===== src/rtl/wb_arbiter.sv =====
// rtl/wb_arbiter.sv - write-back arbiter merging ALU and buffered LSU results onto one register-file write port
//
// Purpose:
//   Sits directly in front of the 32x64 register file. Single-cycle ALU results
//   take priority; long-latency LSU/MUL results are buffered in a small FIFO and
//   drained when the ALU is idle. If the ALU keeps winning while the FIFO holds
//   data, the ALU is stalled for one cycle so the FIFO head can drain. Writes to
//   X31 (XZR) still consume their slot but never assert REG_WRITE.
//
// Parameters:
//   FIFO_DEPTH  LSU result FIFO entries (power of 2, >= 2)
//   STARVE_MAX  consecutive ALU-won cycles with a non-empty FIFO before an ALU stall
//
// Ports:
//   CLK        in   1   clock, rising edge
//   RST_N      in   1   asynchronous active-low reset
//   ALU_VALID  in   1   ALU result present this cycle
//   ALU_RD     in   5   ALU destination register
//   ALU_DATA   in   64  ALU result
//   ALU_STALL  out  1   registered; ALU holds its result, ALU inputs ignored
//   LSU_VALID  in   1   LSU result offered
//   LSU_READY  out  1   registered; FIFO can accept (push = LSU_VALID & LSU_READY)
//   LSU_RD     in   5   LSU destination register
//   LSU_DATA   in   64  LSU result
//   REG_WRITE  out  1   registered register-file write enable
//   WR_REG     out  5   registered write address
//   WR_DATA    out  64  registered write data
//
// Optional feature, enabled by defining WB_BYPASS_EN:
//   RD_REG1/RD_REG2   in   5   register-file read addresses
//   RF_DATA1/RF_DATA2 in   64  register-file read data
//   FWD_DATA1/FWD_DATA2 out 64 combinational read data with same-cycle write forwarding

module wb_arbiter #(
    parameter int FIFO_DEPTH = 4,
    parameter int STARVE_MAX = 8
) (
    input  logic        CLK,
    input  logic        RST_N,
    input  logic        ALU_VALID,
    input  logic [4:0]  ALU_RD,
    input  logic [63:0] ALU_DATA,
    output logic        ALU_STALL,
    input  logic        LSU_VALID,
    output logic        LSU_READY,
    input  logic [4:0]  LSU_RD,
    input  logic [63:0] LSU_DATA,
    output logic        REG_WRITE,
    output logic [4:0]  WR_REG,
    output logic [63:0] WR_DATA
`ifdef WB_BYPASS_EN
    ,
    input  logic [4:0]  RD_REG1,
    input  logic [4:0]  RD_REG2,
    input  logic [63:0] RF_DATA1,
    input  logic [63:0] RF_DATA2,
    output logic [63:0] FWD_DATA1,
    output logic [63:0] FWD_DATA2
`endif
);

    localparam int PW = $clog2(FIFO_DEPTH);
    localparam int CW = PW + 1;
    localparam int SW = $clog2(STARVE_MAX + 1);
    localparam logic [CW-1:0] DEPTH_C  = CW'(FIFO_DEPTH);
    localparam logic [SW-1:0] STARVE_C = SW'(STARVE_MAX);
    localparam logic [4:0]    XZR      = 5'd31;

    // FIFO storage: {rd, data}
    logic [68:0]   mem [FIFO_DEPTH];
    logic [PW-1:0] wr_ptr;
    logic [PW-1:0] rd_ptr;
    logic [CW-1:0] count;
    logic [SW-1:0] starve;

    logic          alu_win;
    logic          fifo_empty;
    logic          push;
    logic          pop;
    logic [4:0]    head_rd;
    logic [63:0]   head_data;

    logic          reg_write_next;
    logic [4:0]    wr_reg_next;
    logic [63:0]   wr_data_next;
    logic [CW-1:0] count_next;
    logic [SW-1:0] starve_next;
    logic          stall_next;
    logic          ready_next;

    // Pop only looks at the registered count, so an entry pushed this cycle
    // cannot be popped before the next one.
    assign fifo_empty = (count == '0);
    assign alu_win    = ALU_VALID & ~ALU_STALL;
    assign pop        = ~alu_win & ~fifo_empty;
    assign push       = LSU_VALID & LSU_READY;
    assign head_rd    = mem[rd_ptr][68:64];
    assign head_data  = mem[rd_ptr][63:0];

    always_comb begin
        reg_write_next = 1'b0;
        wr_reg_next    = WR_REG;
        wr_data_next   = WR_DATA;
        if (alu_win) begin
            reg_write_next = (ALU_RD != XZR);
            wr_reg_next    = ALU_RD;
            wr_data_next   = ALU_DATA;
        end else if (pop) begin
            reg_write_next = (head_rd != XZR);
            wr_reg_next    = head_rd;
            wr_data_next   = head_data;
        end
    end

    always_comb begin
        count_next = count;
        case ({push, pop})
            2'b10:   count_next = count + CW'(1);
            2'b01:   count_next = count - CW'(1);
            default: count_next = count;
        endcase
        // Registered from the next count, so a pop while full reopens the
        // FIFO one cycle later rather than combinationally.
        ready_next = (count_next < DEPTH_C);
    end

    // The counter only advances while the ALU is beating a non-empty FIFO.
    // The stall cycle it triggers always pops (the ALU cannot win then), which
    // clears the counter and drops the stall again.
    always_comb begin
        starve_next = starve;
        if (pop || fifo_empty) begin
            starve_next = '0;
        end else if (alu_win && (starve != STARVE_C)) begin
            starve_next = starve + SW'(1);
        end
        stall_next = (starve_next == STARVE_C);
    end

    always_ff @(posedge CLK or negedge RST_N) begin
        if (!RST_N) begin
            REG_WRITE <= 1'b0;
            WR_REG    <= '0;
            WR_DATA   <= '0;
            ALU_STALL <= 1'b0;
            LSU_READY <= 1'b1;
            wr_ptr    <= '0;
            rd_ptr    <= '0;
            count     <= '0;
            starve    <= '0;
        end else begin
            REG_WRITE <= reg_write_next;
            WR_REG    <= wr_reg_next;
            WR_DATA   <= wr_data_next;
            ALU_STALL <= stall_next;
            LSU_READY <= ready_next;
            count     <= count_next;
            starve    <= starve_next;
            if (push) begin
                wr_ptr <= wr_ptr + PW'(1);
            end
            if (pop) begin
                rd_ptr <= rd_ptr + PW'(1);
            end
        end
    end

    // Storage needs no reset: the pointers and count define what is valid.
    always_ff @(posedge CLK) begin
        if (push) begin
            mem[wr_ptr] <= {LSU_RD, LSU_DATA};
        end
    end

`ifdef WB_BYPASS_EN
    // Same-cycle write-to-read forwarding around the register file; X31 reads
    // always come from the file (hard zero).
    always_comb begin
        FWD_DATA1 = RF_DATA1;
        FWD_DATA2 = RF_DATA2;
        if (REG_WRITE && (WR_REG == RD_REG1) && (RD_REG1 != XZR)) begin
            FWD_DATA1 = WR_DATA;
        end
        if (REG_WRITE && (WR_REG == RD_REG2) && (RD_REG2 != XZR)) begin
            FWD_DATA2 = WR_DATA;
        end
    end
`endif

endmodule


===== config.mk =====
export PLATFORM = sky130hd
export DESIGN_NAME = wb_arbiter
export DESIGN_NICKNAME = d
export VERILOG_FILES = /design/src/rtl/wb_arbiter.sv
export SDC_FILE = /design/constraint.sdc
export NUM_CORES = 1
export LEC_CHECK = 0
export ABC_AREA = 1
export CAP_MARGIN = 10
export CORE_MARGIN = 4
export CORE_UTILIZATION = 55
export DETAILED_ROUTE_END_ITERATION = 8
export GPL_ROUTABILITY_DRIVEN = 0
export PLACE_DENSITY_LB_ADDON = 0.2
export SETUP_SLACK_MARGIN = 0.3
export SLEW_MARGIN = 20
export SYNTH_ARGS = -nofsm -noshare
export SYNTH_HDL_FRONTEND = slang
export SYNTH_SLANG_ARGS = --single-unit

===== constraint.sdc =====
create_clock -name CLK -period 9.93 [get_ports CLK]
set_input_delay 1.986 -clock CLK [delete_from_list [all_inputs] [get_ports CLK]]
set_output_delay 1.986 -clock CLK [all_outputs]
set_load 0.05 [all_outputs]

==> results of run 1 <==
## per-layer routing
layer	track usage	vias to the layer above	routed length [um]
met4	0.0589	4	706
met2	0.351	290	15000
li1	-	4840	-
met1	0.298	4613	14400
met3	0.0361	56	1880
met5	0	-	27
## report_power, final
group,internal [uW],switching [uW]
clock,840,532
combinational,579,1300
sequential,1950,155
## how the worst max path moves through the flow
stage	start	end	depth (start not counted)
after floorplan	LSU_VALID	mem[0][0]	2
after global placement	LSU_VALID	mem[1][11]	4
after detailed placement	LSU_VALID	mem[1][11]	4
after CTS	LSU_VALID	mem[1][8]	4
after global routing	LSU_VALID	mem[1][13]	4
final	ALU_VALID	count[1]	8
## Yosys cell counts (all sizes together)
cell / number
nand3: 87
o211ai: 2
clkbuf: 32
nand4: 1
dfrtp: 82
inv: 151
dfstp: 1
mux2: 1
a21oi: 133
buf: 41
o21ai: 131
ha: 7
fa: 1
nand2: 365
edfxtp: 276
xor2: 6
xnor2: 1
nor2: 11
## area by class of cell
class	instances	area [um2]	share of cell area
timing repair buffer	227	2230	0.123
sequential	359	10400	0.569
tap	335	419	0.0230
inverter	151	567	0.0311
multi-input combinational	746	3430	0.188
clock buffer	53	1060	0.0579
antenna	2	5.00	0.000274
clock inverter	12	155	0.00851
## worst max-delay path: stages
cell and delay (ps):
clkdlybuf4s50_1 440, nand2_4 100, buf_4 700, inv_2 80
a21oi_2 370, ha_1 290, fa_1 420, mux2_2 270
## cell usage in the layout, fill, tap and decap left out, drive strengths merged
cell type	count
clkinv	8
edfxtp	276
o211ai	2
ha	7
diode	2
inv	151
dfstp	1
fa	1
clkdlybuf4s50	212
bufinv	4
mux2	1
buf	15
dfrtp	82
nand3	87
nor2	11
xor2	6
a21oi	133
clkbuf	53
o21ai	131
xnor2	1
nand2	365
nand4	1
## registers in the layout, indices dropped and copies added (netlist names), named ones only
name	count
starve	4
REG_WRITE	1
count	2
WR_REG	5
LSU_READY	1
WR_DATA	64
rd_ptr	2
wr_ptr	2
mem	276
ALU_STALL	1
## stage by stage
step / cells / util
after floorplan: 1329 / -
after global placement: 1818 / 0.649
after detailed placement: 1818 / 0.649
after CTS: 1883 / 0.696
after global routing: 1885 / 0.696
final: 1885 / 0.696
## cell families (layout without fill, tap and decap cells)
family,Yosys count,after routing
compound gates,266,266
buf+inv,224,443
flops,359,359
other cells,0,2
xor+xnor,7,7
fa+ha+maj,8,8
mux,1,1
simple gates,464,464
==> results.md, run 1 <==
* Initial antenna violation count at 4
* FILL cells at 1863
* Synthesized cell area at 0.0147 mm2
* Area grow syn2layout at 23.8%
* Crit Path Class: input port to flop
* GRT Resource Usage Total at 0.213
* Fraction of the mapped netlist area in simple logic gates at 0.126
* Postcts setup bufs at 0
* Post-Synth Adder-Cell Area at 0.00731
* Die Footprint at approximately 0.029 mm2
* Reg2reg start: rd_ptr[0]
* TritonCTS buffer count at 37
* CP max FO at between 60 and 70
* Synth Instances at around 1.3k
* Worst Tran Pin Value at ~1100 ps
* Min Tclk post-route at roughly 4300 ps
* Number of antenna-violating nets in the routed design at 0
* Global-route wire length before repair at 49.5 mm
* Achievable Freq at around 0.23 GHz
* Complex-gate fraction of the synthesized area at 0.0910
* Pin count of the biggest net entering global routing at 113
* Pre-CTS setup slack at just over 5000 ps
* Final wirelength at 32.0 mm
* Worst hold start: WR_DATA[30]
* # resized after CTS at 0
* Top post-synthesis cells by area: edfxtp_1, dfrtp_1, nand2_1
* Number of synthesized register bits at around 360
* Detailed placer's ending HPWL at 18.6 mm
* Longest Clk Path Bufs at 3
* Status: finished clean
* Register area share after synthesis at 0.704
* Syn_area_per_cell at between 10 and 15 um2
* Netlist cell types at 26
* Wire length per cell at 17.0 um
* Initial Utilization at 0.562
* Largest family of logic cells by synthesized area: simple AND/OR/NAND/NOR gates
* Vias at ~9.8k
* CTS tree: done
* Post-Route Skew at approximately 14 ps
* Detailed router's first-iteration violation count at roughly 780
* Crit path launch type: input port
* Slew headroom at 0.290
* Final setup TNS at 0 ps
* Max Cap Violations at 0
* Num Clock Sinks at 359
* Finished Cell Area at about 0.018 mm2
* RSZ-0062 raised after global routing: false
* Hold Worst Slack at 475 ps
* Core area at between 0.02 and 0.03 mm2
* Routed vias/inst at roughly 5.2
* Remaining DRCs at 0
* Hold Vio Cnt, Final at 0
* Synth Warn # at 0
* GRT overflow at 0
* CTS H-tree depth at 2
* CTS Hold Bufs at 0
* Post-synthesis xor/xnor area fraction at 0.00416
* Arrival time worst endpoint at roughly 4700 ps
* Layout cells sized above 1 at 0.0549
* Chip Height at ~170 um
* PD cells at just under 300 mW/mm2
* Final net count at 1672
* FF-to-FF End: WR_DATA[57]
* R2R Setup Slk at roughly 6500 ps
* R2R depth at 8
* Skew-Pair Late Insertion Delay at about 500 ps
* Hold WC Path Type: flop to flop
* Post-synthesis mux area share at 0.000765
* Row count at just under 60
* Pleak at between 0.007 and 0.008 uW
* Worst EP required at 10320 ps
* CTS clock-pin slew for the worst setup and hold paths at approximately 60 ps
* Synth Net Count at between 1k and 1.5k
* Synth top area share at 0.563
* DRT Pass-1 Iters at 5
* Vias in the first global route at approximately 9.6k
* VDD IR max at between 0.15 and 0.2 mV
* Final Cycle Share at 0.432
* Leading area contributor after synthesis: edfxtp_1
* Worst hold path depth at 2
* Setup violators final at 0
* CTS root buf: clkbuf_16
* Fin worst setup slack at roughly 5600 ps
* # IOs at approximately 210
* Slew Viols, Final at 0
* Hold Crit Endpoint: WR_DATA[30]
* Placed instance area at approximately 0.017 mm2
* Die width at roughly 170 um
* Crit end category: flop
* Total Power at roughly 5400 uW
* Port-buffer cells at approximately 210
Power figures use the tool's default switching activity.
==> run 2: changes to the inputs <==
- CORE_UTILIZATION: 55 -> 54
- clock period: 9.93 -> 4.1 ns (I/O delays scaled with it)
==> results.md, run 2 (synthesis results as in run 1) <==
* Most common cell after layout, fill and taps aside: nand2_1
* Fin worst setup slack at 1410 ps
* Number of antenna-violating nets in the routed design at 0
* Row count at 60
* CTS tree: done
* Area of the multi-input gates at roughly 0.0034 mm2
* Vias in the first global route at about 9.8k
* CP max-delay cell: clkdlybuf4s50_1
* Layout cells sized above 1 at 0.0573
* PD cells at 712 mW/mm2
* Die width at 173 um
* Global-route wire length before repair at 51.7 mm
* Hold WC Path Type: input port to asynchronous set/reset pin
* CP top delay family: buffers and inverters
* Critical path buffer and inverter count at 1
* Fin cells at 1894
* Achievable Freq at around 0.37 GHz
* N_diodes at 0
* # IOs at 214
* Hold Vio Cnt, Final at 0
* Postcts setup bufs at 0
* Initial Utilization at 0.548
* Dpl cells at between 1.5k and 2k
* CP max FO at 2
* Core area at approximately 0.027 mm2
* Setup violators final at 0
* CTS root buf: clkbuf_16
* Pleak at 0.00751 uW
* Largest register by flop count: mem
* Max Cap Violations at 0
* Final wirelength at 32.2 mm
* Pin count of the biggest net entering global routing at about 110
* Skew-Pair Late Insertion Delay at ~500 ps
* VDD IR max at 0.593 mV
* Reg2reg start: rd_ptr[0]
* CP startpoint: LSU_READY
* Crit end category: primary output
* Final core utilization at 0.681
* Post-Route Skew at 11.6 ps
* Die Footprint at ~0.030 mm2
* Crit path launch type: flop
* Largest register FFs at 276
* Wire length per cell at roughly 17 um
* # resized after CTS at 0
* Num Clock Sinks at 359
* CTS clock-pin slew for the worst setup and hold paths at 60 ps
* Chip Height at ~170 um
* Longest Clk Path Bufs at 3
* Routed vias/inst at ~5.2
* Initial antenna violation count at 1
* Critical path cell sequence: clkdlybuf4s50_1
* Hold Worst Slack at about 400 ps
* Detailed placer's ending HPWL at between 15 and 20 mm
* Slew headroom at 0.367
* Final net count at roughly 1.7k
* GRT Resource Usage Total at 0.213
* Arrival time worst endpoint at between 1500 and 2000 ps
* RSZ-0062 raised after global routing: false
* Area grow syn2layout at 24.2%
* Slew Viols, Final at 0
* GRT overflow at 0
* Crit Path Class: flop to primary output
* Commonest non-fill, non-tap cells in the layout: nand2_1, edfxtp_1, clkdlybuf4s50_1
* DRT Pass-1 Iters at 5
* Remaining DRCs at 0
* Largest regs: mem x276, WR_DATA x64, WR_REG x5
* Status: finished clean
* Worst EP required at about 3300 ps
* Worst Tran Pin Value at 949 ps
* Seq. cell area at about 0.010 mm2
* FILL cells at around 2.0k
* Port-buffer cells at roughly 210
* TritonCTS buffer count at 37
* Min Tclk post-route at around 2700 ps
* Pre-CTS setup slack at about 1100 ps
* CTS Hold Bufs at 0
* CTS H-tree depth at 2
* Crit-path max cell delay at between 800 and 900 ps
* Vias at between 9k and 10k
* Detailed router's first-iteration violation count at between 600 and 700
* Final Cycle Share at 0.657
run 2: report_power, final:
| part | leakage, uW | internal, uW | switching [uW] | total, uW |
|---|---|---|---|---|
| Sequential | 0.00350 | 4720 | 421 | 5140 |
| Combinational | 0.00342 | 1440 | 3090 | 4540 |
| Clock | 0.000583 | 2030 | 1310 | 3340 |
run 2: worst register-to-register path, delay by kind of cell (launching register included):
kind / cells / cell delay, ps
DFF: 1 / 1030
buffers and inverters: 1 / 400
AOI/OAI and AO/OA: 2 / 370
and+or+nand+nor: 4 / 360
run 2: stage by stage:
stage                     power (uW)  TNS, ps  cell area, um2
after floorplan                 8380   -80120           14700
after global placement          9660        0           17100
after detailed placement        9770        0           17100
after CTS                      13100        0           18300
after global routing           13800        0           18300
final                          13000        0           18300
run 2: path summary, 6_finish.rpt:
kind / end / slack, ps / cells past startpoint
max: LSU_READY / 1410 / 1
min: WR_DATA[25] / 400 / 1
max reg2reg: WR_DATA[35] / 1900 / 7
min reg2reg: WR_DATA[33] / 470 / 2
max in group asynchronous: WR_DATA[3] / 2750 / 2
min in group CLK: WR_DATA[33] / 470 / 2
run 2: layer usage:
layer	track usage	routed length [um]
met1	0.281	13900
met2	0.370	16000
met3	0.0433	1920
met4	0.0442	424
met5	0	12
run 2: area by class of cell:
type | count | share of cell area
multi-input combinational | 746 | 0.187
inverter | 151 | 0.0310
timing repair buffer | 232 | 0.126
tap | 341 | 0.0233
clock buffer | 49 | 0.0547
clock inverter | 16 | 0.0111
sequential | 359 | 0.567
==> run 3: changes to the inputs <==
- clock period: 4.1 -> 2.8 ns (I/O delays scaled with it)
==> results.md, run 3 (synthesis results as in run 1) <==
* Detailed router's first-iteration violation count at 633
* Critical path cell sequence: clkdlybuf4s50_1
* Vias at 9976
* Port-buffer cells at around 210
* Area grow syn2layout at 24.8%
* Final Cycle Share at 0.853
* Layout cells sized above 1 at 0.0595
* Status: finished clean
* Crit Path Class: flop to primary output
* Largest register FFs at 276
* Worst EP required at about 2200 ps
* Post-Route Skew at around 14 ps
* Pre-CTS setup slack at 69.1 ps
* Initial Utilization at 0.548
* Max Cap Violations at 0
* Arrival time worst endpoint at 1830 ps
* Min Tclk post-route at roughly 2400 ps
* Fin worst setup slack at between 400 and 500 ps
* Final core utilization at 0.684
* Critical path buffer and inverter count at 1
* Setup violators final at 0
* Achievable Freq at 0.419 GHz
* N_diodes at 0
* Placed instance area at ~0.017 mm2
* CP max-delay cell: clkdlybuf4s50_1
* CP top delay family: buffers and inverters
* Crit end category: primary output
* Num Clock Sinks at between 300 and 400
* Wire length per cell at roughly 17 um
* Slew Viols, Final at 0
* Crit path launch type: flop
* Die Footprint at between 0.02 and 0.03 mm2
* Vias in the first global route at 9818
* CTS clock-pin slew for the worst setup and hold paths at ~60 ps
* DRT Pass-1 Iters at 5
* Crit-path max cell delay at ~800 ps
* Finished Cell Area at roughly 0.018 mm2
* Commonest non-fill, non-tap cells in the layout: nand2_1, edfxtp_1, clkdlybuf4s50_1
* RSZ-0062 raised after global routing: false
* Largest regs: mem x276, WR_DATA x64, WR_REG x5
* Hold WC Path Type: input port to asynchronous set/reset pin
* Dpl cells at approximately 1.8k
* Routed vias/inst at roughly 5.2
* Total Power at between 15000 and 20000 uW
* PD cells at a little over 1000 mW/mm2
* Worst Tran Pin Value at roughly 870 ps
* Chip Height at ~170 um
* Largest register by flop count: mem
* # resized after CTS at 0
* Longest Clk Path Bufs at 3
* Final wirelength at approximately 33 mm
* Slew headroom at 0.423
* Number of antenna-violating nets in the routed design at 0
* Pleak at roughly 0.0075 uW
* Pin count of the biggest net entering global routing at between 90 and 100
* GRT Resource Usage Total at 0.216
* Initial antenna violation count at 2
* Core area at roughly 0.027 mm2
* CTS tree: done
* CTS Hold Bufs at 0
* VDD IR max at 0.567 mV
* Remaining DRCs at 0
* Postcts setup bufs at 0
* # IOs at ~210
* Detailed placer's ending HPWL at between 15 and 20 mm
* Row count at 60
* Skew-Pair Late Insertion Delay at between 500 and 600 ps
* GRT overflow at 0
* Die width at between 150 and 200 um
* TritonCTS buffer count at 37
* CTS H-tree depth at 2
* Hold Vio Cnt, Final at 0
* CTS root buf: clkbuf_16
* CP max FO at 2
* Final net count at 1683
* Global-route wire length before repair at between 50 and 60 mm
* Fin cells at approximately 1.9k
* Most common cell after layout, fill and taps aside: nand2_1
==> run 3: routing by layer <==
metal | wire [um] | GRT usage | vias up
li1 | - | - | 4873
met5 | 20 | 0 | -
met1 | 14200 | 0.292 | 4764
met4 | 632 | 0.0529 | 4
met3 | 2130 | 0.0474 | 48
met2 | 15800 | 0.362 | 287
==> run 3: layout make-up <==
| cell class | count | area [um2] |
|---|---|---|
| Inverter | 151 | 567 |
| Fill cell | 1961 | 8500 |
| Multi-Input combinational cell | 746 | 3430 |
| Clock inverter | 18 | 135 |
| Tap cell | 341 | 427 |
| Timing Repair Buffer | 238 | 2420 |
| Sequential cell | 359 | 10400 |
| Clock buffer | 50 | 1030 |
==> run 3: power breakdown <==
group	internal, uW	total (uW)	switching [uW]
Sequential	6910	7520	608
Combinational	2180	6790	4610
Clock	2760	4690	1930
==> run 3: worst paths after layout <==
check | slack (ps) | depth (start not counted) | endpoint | start
worst min register to register | 470 | 2 | WR_DATA[42] | WR_DATA[42]
worst min-delay path | 10 | 1 | WR_DATA[24] | RST_N
min in group CLK | 470 | 2 | WR_DATA[42] | WR_DATA[42]
worst max register to register | 680 | 8 | WR_DATA[43] | ALU_STALL
max in group asynchronous | 2090 | 2 | WR_DATA[58] | RST_N
worst max-delay path | 410 | 1 | LSU_READY | LSU_READY
==> run 3: through the flow <==
step	TNS (ps)	hold WS [ps]
after CTS	0	12.3
after detailed placement	0	465
after global routing	0	31.8
final	0	12.6
after floorplan	-111320	264
after global placement	0	461
